### config.mk
export PLATFORM = sky130hd
export DESIGN_NAME = mem_arbiter
export DESIGN_NICKNAME = d
export VERILOG_FILES = /design/src/rtl/mem_arbiter.sv
export SDC_FILE = /design/constraint.sdc
export NUM_CORES = 1
export LEC_CHECK = 0
export CAP_MARGIN = 20
export CORE_MARGIN = 5
export CORE_UTILIZATION = 41
export CTS_CLUSTER_DIAMETER = 40
export DETAILED_ROUTE_END_ITERATION = 8
export PLACE_DENSITY_LB_ADDON = 0.15
export REMOVE_ABC_BUFFERS = 1
export SETUP_SLACK_MARGIN = 0.4
export SYNTH_ARGS = -nofsm -noshare
export SYNTH_HDL_FRONTEND = slang
export SYNTH_SLANG_ARGS = --single-unit
### constraint.sdc
create_clock -name clk -period 6.1 [get_ports clk]
set_clock_uncertainty 0.15 [all_clocks]
set_input_delay 0.61 -clock clk [delete_from_list [all_inputs] [get_ports clk]]
set_output_delay 0.61 -clock clk [all_outputs]
set_load 0.01 [all_outputs]
### src/rtl/mem_arbiter.sv
`default_nettype none
// ============================================================================
//  Module      : mem_arbiter
//  Description : Shares one single-port byte-addressable memory between the
//                instruction-fetch port and the load/store data port. Grants
//                one access per cycle, blocks faulting accesses from reaching
//                the memory, and returns read data one cycle after the grant.
//  Revision    : 1.0 - initial release
// ============================================================================
module mem_arbiter #(
    parameter int                AWIDTH       = 32,
    parameter int                DWIDTH       = 32,
    parameter logic [AWIDTH-1:0] BASE_ADDR    = 32'h01000000,
    parameter int                MEM_BYTES    = 4096,
    parameter int                STARVE_LIMIT = 4
) (
    input  logic              clk,
    input  logic              rst,
    // instruction-fetch port
    input  logic              if_req_i,
    input  logic [AWIDTH-1:0] if_addr_i,
    output logic              if_gnt_o,
    output logic              if_rvalid_o,
    output logic [DWIDTH-1:0] if_rdata_o,
    output logic              if_err_o,
    // load/store data port
    input  logic              d_req_i,
    input  logic              d_we_i,
    input  logic [AWIDTH-1:0] d_addr_i,
    input  logic [DWIDTH-1:0] d_wdata_i,
    input  logic [2:0]        d_funct3_i,
    output logic              d_gnt_o,
    output logic              d_rvalid_o,
    output logic [DWIDTH-1:0] d_rdata_o,
    output logic              d_err_o,
    // memory side
    output logic [AWIDTH-1:0] mem_addr_o,
    output logic [DWIDTH-1:0] mem_data_o,
    output logic              mem_read_en_o,
    output logic              mem_write_en_o,
    output logic [2:0]        mem_funct3_o,
    input  logic [DWIDTH-1:0] mem_data_i
);

    // Counter must be able to hold STARVE_LIMIT itself (it saturates there).
    localparam int              c_CNT_W = $clog2(STARVE_LIMIT + 1);
    localparam logic [c_CNT_W-1:0] c_LIMIT = c_CNT_W'(STARVE_LIMIT);

    // Range arithmetic is one bit wider so addr+3 near the top of the
    // address space cannot wrap into the valid window.
    localparam int              c_EW    = AWIDTH + 1;
    localparam logic [c_EW-1:0] c_LO    = {1'b0, BASE_ADDR};
    localparam logic [c_EW-1:0] c_HI    = c_LO + c_EW'(MEM_BYTES);

    localparam logic [2:0]      c_F3_B  = 3'b000;
    localparam logic [2:0]      c_F3_H  = 3'b001;
    localparam logic [2:0]      c_F3_W  = 3'b010;
    localparam logic [2:0]      c_F3_HU = 3'b101;

    logic [c_CNT_W-1:0] r_starve_cnt;
    logic               w_starved;
    logic               w_if_gnt;
    logic               w_d_gnt;

    logic [AWIDTH-1:0]  w_win_addr;
    logic [2:0]         w_win_funct3;
    logic               w_win_we;
    logic [c_EW-1:0]    w_win_addr_ext;
    logic [c_EW-1:0]    w_win_last_ext;
    logic               w_range_fault;
    logic               w_align_fault;
    logic               w_store_fault;
    logic               w_fault;
    logic [DWIDTH-1:0]  w_win_rdata;

    logic               r_if_rvalid;
    logic [DWIDTH-1:0]  r_if_rdata;
    logic               r_if_err;
    logic               r_d_rvalid;
    logic [DWIDTH-1:0]  r_d_rdata;
    logic               r_d_err;

    // ------------------------------------------------------------------
    // Arbitration: data normally wins a collision; a fetch that has been
    // denied STARVE_LIMIT times in a row takes priority. No grants are
    // issued while reset is held so nothing is consumed in a reset cycle.
    // ------------------------------------------------------------------
    assign w_starved = (r_starve_cnt >= c_LIMIT);
    assign w_if_gnt  = !rst && if_req_i && (!d_req_i || w_starved);
    assign w_d_gnt   = !rst && d_req_i && !w_if_gnt;

    assign if_gnt_o  = w_if_gnt;
    assign d_gnt_o   = w_d_gnt;

    // ------------------------------------------------------------------
    // Fault screening on whichever request wins this cycle.
    // ------------------------------------------------------------------
    assign w_win_addr     = w_d_gnt ? d_addr_i   : if_addr_i;
    assign w_win_funct3   = w_d_gnt ? d_funct3_i : c_F3_W;
    assign w_win_we       = w_d_gnt && d_we_i;

    assign w_win_addr_ext = {1'b0, w_win_addr};
    assign w_win_last_ext = w_win_addr_ext + c_EW'(3);

    assign w_range_fault  = (w_win_addr_ext < c_LO) || (w_win_last_ext >= c_HI);
    assign w_align_fault  = ((w_win_funct3 == c_F3_W) && (w_win_addr[1:0] != 2'b00)) ||
                            (((w_win_funct3 == c_F3_H) || (w_win_funct3 == c_F3_HU)) &&
                             w_win_addr[0]);
    // Stores only exist as SB/SH/SW.
    assign w_store_fault  = w_win_we && (w_win_funct3 != c_F3_B) &&
                            (w_win_funct3 != c_F3_H) && (w_win_funct3 != c_F3_W);
    assign w_fault        = (w_if_gnt || w_d_gnt) &&
                            (w_range_fault || w_align_fault || w_store_fault);

    // Only a clean read returns memory data; stores and faults return zero.
    assign w_win_rdata    = (!w_fault && !w_win_we) ? mem_data_i : '0;

    // Drive the memory from the winner; idle, reset and faults keep enables low.
    always_comb begin
        mem_addr_o     = '0;
        mem_data_o     = '0;
        mem_read_en_o  = 1'b0;
        mem_write_en_o = 1'b0;
        mem_funct3_o   = 3'b000;
        if (w_if_gnt) begin
            mem_addr_o    = if_addr_i;
            mem_funct3_o  = c_F3_W;
            mem_read_en_o = !w_fault;
        end else if (w_d_gnt) begin
            mem_addr_o     = d_addr_i;
            mem_data_o     = d_wdata_i;
            mem_funct3_o   = d_funct3_i;
            mem_read_en_o  = !d_we_i && !w_fault;
            mem_write_en_o = d_we_i && !w_fault;
        end
    end

    // Count consecutive cycles a pending fetch is passed over, saturating.
    always_ff @(posedge clk) begin
        if (rst) begin
            r_starve_cnt <= '0;
        end else if (if_req_i && !w_if_gnt) begin
            if (!w_starved) begin
                r_starve_cnt <= r_starve_cnt + c_CNT_W'(1);
            end
        end else begin
            r_starve_cnt <= '0;
        end
    end

    // Capture the response of this cycle's grant for presentation next cycle.
    always_ff @(posedge clk) begin
        if (rst) begin
            r_if_rvalid <= 1'b0;
            r_if_rdata  <= '0;
            r_if_err    <= 1'b0;
            r_d_rvalid  <= 1'b0;
            r_d_rdata   <= '0;
            r_d_err     <= 1'b0;
        end else begin
            r_if_rvalid <= w_if_gnt;
            r_if_rdata  <= w_if_gnt ? w_win_rdata : '0;
            r_if_err    <= w_if_gnt && w_fault;
            r_d_rvalid  <= w_d_gnt;
            r_d_rdata   <= w_d_gnt ? w_win_rdata : '0;
            r_d_err     <= w_d_gnt && w_fault;
        end
    end

    // A response pending when reset arrives is suppressed immediately rather
    // than one edge later, so a grant just before reset never reports back.
    assign if_rvalid_o = r_if_rvalid && !rst;
    assign if_rdata_o  = rst ? '0 : r_if_rdata;
    assign if_err_o    = r_if_err && !rst;
    assign d_rvalid_o  = r_d_rvalid && !rst;
    assign d_rdata_o   = rst ? '0 : r_d_rdata;
    assign d_err_o     = r_d_err && !rst;

endmodule
`default_nettype wire

==> reports/results.ini, run 1 <==
[floorplanning]
io_pins=275
dieHeight_um=115
chipWidth_um=115
initial_utilization_pct=41.8
floorplan.core_area_um2=10800
std_cell_rows=38
design.die.area_um2=13300

[yosys]
synth_enable_flop_cells=0
synth_xor_area_share_pct=1.74
synth_area_per_cell_um2=7.72
synth_top_family_by_area=simple AND/OR/NAND/NOR gates
synthSimpleGateAreaFrac_pct=46.3
synth_compound_gate_area_share_pct=12.1
synthAdderAreaFrac_pct=0.552
synth_top_cells_by_area=dfxtp_1 31%, nor2b_1 9.7%, nand2_1 7.4%
yosys-top-cells-count=89 x nand2_1, 71 x dfxtp_1, 70 x nor2b_1
yosys_warnings=0
yosysMostFrequentCell=nand2_1
synthDominantAreaCellType=dfxtp_1
postSynthRegisterBits=71
synth.area.mux_share_pct=2.04
area_share_of_the_leading_cell_type_in_the_synthesized_netlist_pct=31.4
synthFlopType=dfxtp_1
netlist_instances=587
netlist-cell-type-count=56
synth-seq-area-share_pct=31.4
asyncSetResetFlopFracSynth_pct=0
syn-cell-area_um2=4530

[cells_and_area]
drive_above_1_share_pct=6.87
fillCellCount=913
stdcell_count=970
post-route-cell-area_um2=7510
syn_to_final_growth_pct=65.7
insertedDiodeCount=0
fin_util_pct=69.2
finish.net_count=966

[drt]
detail_route.drc_violations=0
detailroute.via_count=5364
detail_route.wl_per_cell_um=18.5
firstDrtPassIters=8
antenna_left=0
wl_mm=18.0
drt_first_iter_violations=325
vias_per_cell=5.53

[clocking]
cts-root-buf=clkbuf_8
cts_tree=yes
cts.reportedPaths.clkPinSlew_ps=60
clk_path_buf_depth=2
post_cts_resize_count=0
cts_made_buffers=9
holdBufCountCts=0
cts_post_setup_buffers_inserted=0
clock_insertion_delay_at_the_later_pin_of_the_skew_report_ps=330
cts_sinks=71
clock_tree.htree_level_count=3

[grt]
grt_pass1_vias=5073
maximum_number_of_pins_on_one_net_before_global_route_repair=67
antenna_violations_before_repair=0
grt_usage_pct=25.5
wire_length_of_the_first_global_routing_pass_mm=26.9
gr-total-overflow=0

[timing]
rsz0062_at_grt=no
worst_slew_margin_rel_pct=46.5
period_minus_slack_ps=5310
layout_setup_ws_ps=791
worst_hold_slack_ps=369
finalHoldViolCount=0
fmax_mhz=188
final-setup-viol-count=0
timing_worst_slew_pin_value_ps=803
final-max-slew-violation-count=0
finalCritPeriodShare_pct=87.0

[setup_path]
worstSetupPathType=primary input to primary output
worstSetupStartpointType=primary input
worst_r2r_path_depth=12
critPathMaxFanout=37
reg2reg_slack_ps=2230
worstSetupEndpointType=primary output
r2r_end=r_d_rdata[31]
worst-endpoint-arrival_ps=4550
worstPathRequired_ps=5340
r2r-start=r_starve_cnt[2]

[place]
pre_cts_ws_ps=794
port_buffers=274
place_inst=957
hpwlAfterDp_mm=13.7
place_area_um2=7320
place.gp.congestion=0.899

[outcome]
run_status=complete, no violations

[pwr]
power.ir.vdd_worst_mv=0.151
leakagePower_nw=2.67
pwr_density_cell_nw_per_um2=148

[hold_path]
timing.hold.worst_path_depth=2
hold_start=r_starve_cnt[0]
hold_path_class=flip-flop to flip-flop
min_delay_worst_endpoint=r_starve_cnt[0]

[run]
cap_viol_max_count=0

-- final cells by class --
cell class                 count  area (um2)  area share, %
inverter                       4        15.0          0.200
clock buffer                  12         155           2.07
sequential                    71        1420           18.9
timing repair buffer         286        2830           37.7
clock inverter                 1        30.0          0.400
tap                          140         175           2.33
multi-input combinational    456        2880           38.4
-- critical path: stages --
cell and delay [ps]:
clkdlybuf4s50_1 540, nor2b_4 440, nand2_1 90, buf_4 240
inv_2 520, mux2i_1 350, nor3b_1 80, a2111oi_0 390
o221a_2 300, o2111ai_4 150, nor3_2 180, clkdlybuf4s50_1 620
-- logic make-up (layout without fill, tap and decap cells) --
group                    Yosys count  count (layout)
AND/OR/NAND/NOR                  362             362
AO/OA/AOI/OAI                     74              74
flip-flops                        71              71
buffers and inverters             60             303
XOR/XNOR                           9               9
multiplexers                       9               9
adder cells (fa/ha/maj)            2               2
-- registers in the layout, indices dropped and copies added, names as in the netlist --
| signal | count |
|---|---|
| r_starve_cnt | 3 |
| r_d_err | 1 |
| r_if_err | 1 |
| r_if_rdata | 32 |
| r_d_rvalid | 1 |
| r_if_rvalid | 1 |
| r_d_rdata | 32 |
-- worst max path at each step --
stage / start / endpoint / slack [ps] / cells past startpoint
finish: d_req_i / mem_write_en_o / 790 / 12
detailed placement: d_req_i / mem_write_en_o / 790 / 12
floorplan: rst / mem_read_en_o / -2450 / 9
global route: d_req_i / mem_write_en_o / 440 / 12
CTS: d_req_i / mem_write_en_o / 800 / 12
global placement: d_req_i / mem_write_en_o / 950 / 12
-- through the flow --
step / setup TNS [ps] / power [mW]
detailed placement: 0 / 0.760
finish: 0 / 1.11
floorplan: -133670 / 0.569
global route: 0 / 1.16
global placement: 0 / 0.758
CTS: 0 / 1.12
-- report_power, final --
group,leakage [nW],total [mW],switching [mW],internal (mW)
Combinational,2.00,0.287,0.133,0.154
Clock,0.0944,0.361,0.156,0.205
Sequential,0.573,0.465,0.000406,0.465
Total,2.67,1.11,0.290,0.824
-- cells in the final DEF (no fill, tap or decap), types with 11 or more instances in the layout --
cell and n:
dfxtp_1 71, and3_1 37, buf_4 12, nand2_1 89
a22o_1 16, nand3_1 14, nor2b_1 69, nor3_1 53
nand3b_1 32, nor3_2 20, o21ai_0 21, clkbuf_8 11
clkdlybuf4s50_1 273
-- metal layers --
metal	global-route usage [%]	share of wire (%)	vias to the layer above
met1	31.5	41	2527
met3	6.05	8.9	24
met4	9.00	2.3	0
li1	-	-	2554
met5	0	0	-
met2	43.3	48	259
No activity file was read; power rests on OpenSTA's default activity.
==> run 2: changes to the inputs <==
--- a/config.mk
+++ b/config.mk
@@ -6,7 +6,8 @@
 export NUM_CORES = 1
 export LEC_CHECK = 0
 export CAP_MARGIN = 20
-export CORE_MARGIN = 5
+export CORE_ASPECT_RATIO = 0.9
+export CORE_MARGIN = 8
 export CORE_UTILIZATION = 41
 export CTS_CLUSTER_DIAMETER = 40
 export DETAILED_ROUTE_END_ITERATION = 8
@@ -16,3 +17,4 @@
 export SYNTH_ARGS = -nofsm -noshare
 export SYNTH_HDL_FRONTEND = slang
 export SYNTH_SLANG_ARGS = --single-unit
+export TNS_END_PERCENT = 10
==> reports/results.ini, run 2 (synthesized netlist as in run 1, its figures left out) <==
[setup_path]
critical_path_depth=12
slowest_delay_ps=610
worst_path_max_delay_cell=clkdlybuf4s50_1
worstSetupStartpointType=primary input
worst_r2r_path_depth=12
worstPathRequired_ps=5340
critPathTopFamily=buffers and inverters
worst-endpoint-arrival_ps=4480
reg2reg_slack_ps=2200
critical_path_cell_sequence=clkdlybuf4s50_1, nand2_1, buf_4, nand2_1, inv_2, buf_4, a21oi_1, a2111oi_0, o221a_2, o2111ai_4, nor3_2, clkdlybuf4s50_1
worstSetupPathType=primary input to primary output
path_buf_inv=5
worstSetupEndpointType=primary output
critPathMaxFanout=43

[drt]
detail_route.drc_violations=0
met2RoutedLength_mm=9.03
detailroute.via_count=5307
drt_first_iter_violations=411
wl_mm=18.8
maxUsedRoutingLayer=met4
antenna_left=0
vias_per_cell=5.48
route.layer.met1.wl_mm=7.71
detail_route.wl_per_cell_um=19.4
routed-wl-met3_mm=1.77
firstDrtPassIters=5

[clocking]
cts_tree=yes
cts_post_setup_buffers_inserted=0
clk_path_buf_depth=2
post_cts_resize_count=0
cts_made_buffers=9
cts.reportedPaths.clkPinSlew_ps=50
cts_sinks=71
holdBufCountCts=0
clock_insertion_delay_at_the_later_pin_of_the_skew_report_ps=320
clock_tree.htree_level_count=3
cts-root-buf=clkbuf_16

[grt]
gr-total-overflow=0
grt_pass1_vias=5268
wire_length_of_the_first_global_routing_pass_mm=29.2
grt_usage_pct=24.9
antenna_violations_before_repair=0
maximum_number_of_pins_on_one_net_before_global_route_repair=69

[cells_and_area]
commonest_non_fill_non_tap_cell_in_the_layout=clkdlybuf4s50_1
largestRegisters=r_d_rdata (32), r_if_rdata (32), r_starve_cnt (3)
drive_above_1_share_pct=7.43
most-common-layout-cells=273 x clkdlybuf4s50_1, 89 x nand2_1, 71 x dfxtp_1
finish.net_count=968
insertedDiodeCount=0
fin_util_pct=70.8
syn_to_final_growth_pct=68.8

[pwr]
fraction_of_power_consumed_by_sequential_logic_pct=35.4
power.ir.vdd_worst_mv=0.134
internal-power_uw=981
netSwitchingFraction_pct=25.3
power.share.combinational_pct=21.9
leakagePower_nw=2.73
pwr_density_cell_nw_per_um2=172
netSwitchingPower_uw=333
clock_power_share_pct=42.6

[timing]
timing_worst_slew_pin_value_ps=757
rsz0062_at_grt=no
layout_setup_ws_ps=859
final-setup-viol-count=0
period_minus_slack_ps=5240
finalHoldViolCount=0
worst_hold_slack_ps=371
fmax_mhz=191
finalCritPeriodShare_pct=85.9
final-max-slew-violation-count=0
worst_slew_margin_rel_pct=49.5

[hold_path]
hold_path_class=flip-flop to flip-flop
timing.hold.worst_path_depth=2

[floorplanning]
design.die.area_um2=14700
dieHeight_um=116
io_pins=275
chipWidth_um=127
initial_utilization_pct=41.9
floorplan.core_area_um2=10800
std_cell_rows=36

[place]
hpwlAfterDp_mm=14.4
place.gp.congestion=0.908
port_buffers=274
pre_cts_ws_ps=872

[run]
cap_viol_max_count=0

[outcome]
run_status=complete, no violations

## run 2: power groups by stage
stage	combinational [mW]	clock, mW	sequential, mW
after floorplan	0.0934	0	0.476
after global placement	0.283	0	0.476
after detailed placement	0.285	0	0.476
after CTS	0.288	0.567	0.466
after global routing	0.308	0.592	0.466
final	0.288	0.560	0.466
## run 2: metal layers
metal,global-route usage (%),up-vias
met5,0,-
met3,8.46,26
met4,6.49,0
li1,-,2564
met2,42.6,259
met1,29.3,2458
## run 2: layout make-up
cell class	instances	area, um2
inverters	4	15.0
clock buffers	10	229
clock inverters	6	92.6
multi-input cells	456	2880
well taps	133	166
flip-flops and latches	71	1420
fillers	869	3160
repair buffers	288	2840
## run 2: through the flow
stage | area (um2) | setup TNS (ps) | power [mW] | instances
floorplan | 4280 | -133670 | 0.569 | 531
global placement | 7330 | 0 | 0.759 | 952
detailed placement | 7330 | 0 | 0.761 | 952
CTS | 7650 | 0 | 1.32 | 968
global route | 7650 | 0 | 1.37 | 968
finish | 7650 | 0 | 1.31 | 968
## run 2: final timing paths
path / start / endpoint
min reg2reg: r_starve_cnt[0] / r_starve_cnt[0]
max reg2reg: r_starve_cnt[2] / r_d_rdata[31]
min: r_starve_cnt[0] / r_starve_cnt[0]
max: if_req_i / mem_write_en_o
## run 2: worst reg2reg max path, stage by stage (launching register included)
cell and delay, ps:
dfxtp_1 330, nand2_1 70, buf_4 340, nand2_1 430, inv_2 290, buf_4 370
nand2_1 150, o22ai_1 220, nand3_1 110, o221a_2 300, o2111ai_4 150, buf_4 670
nor3_1 180
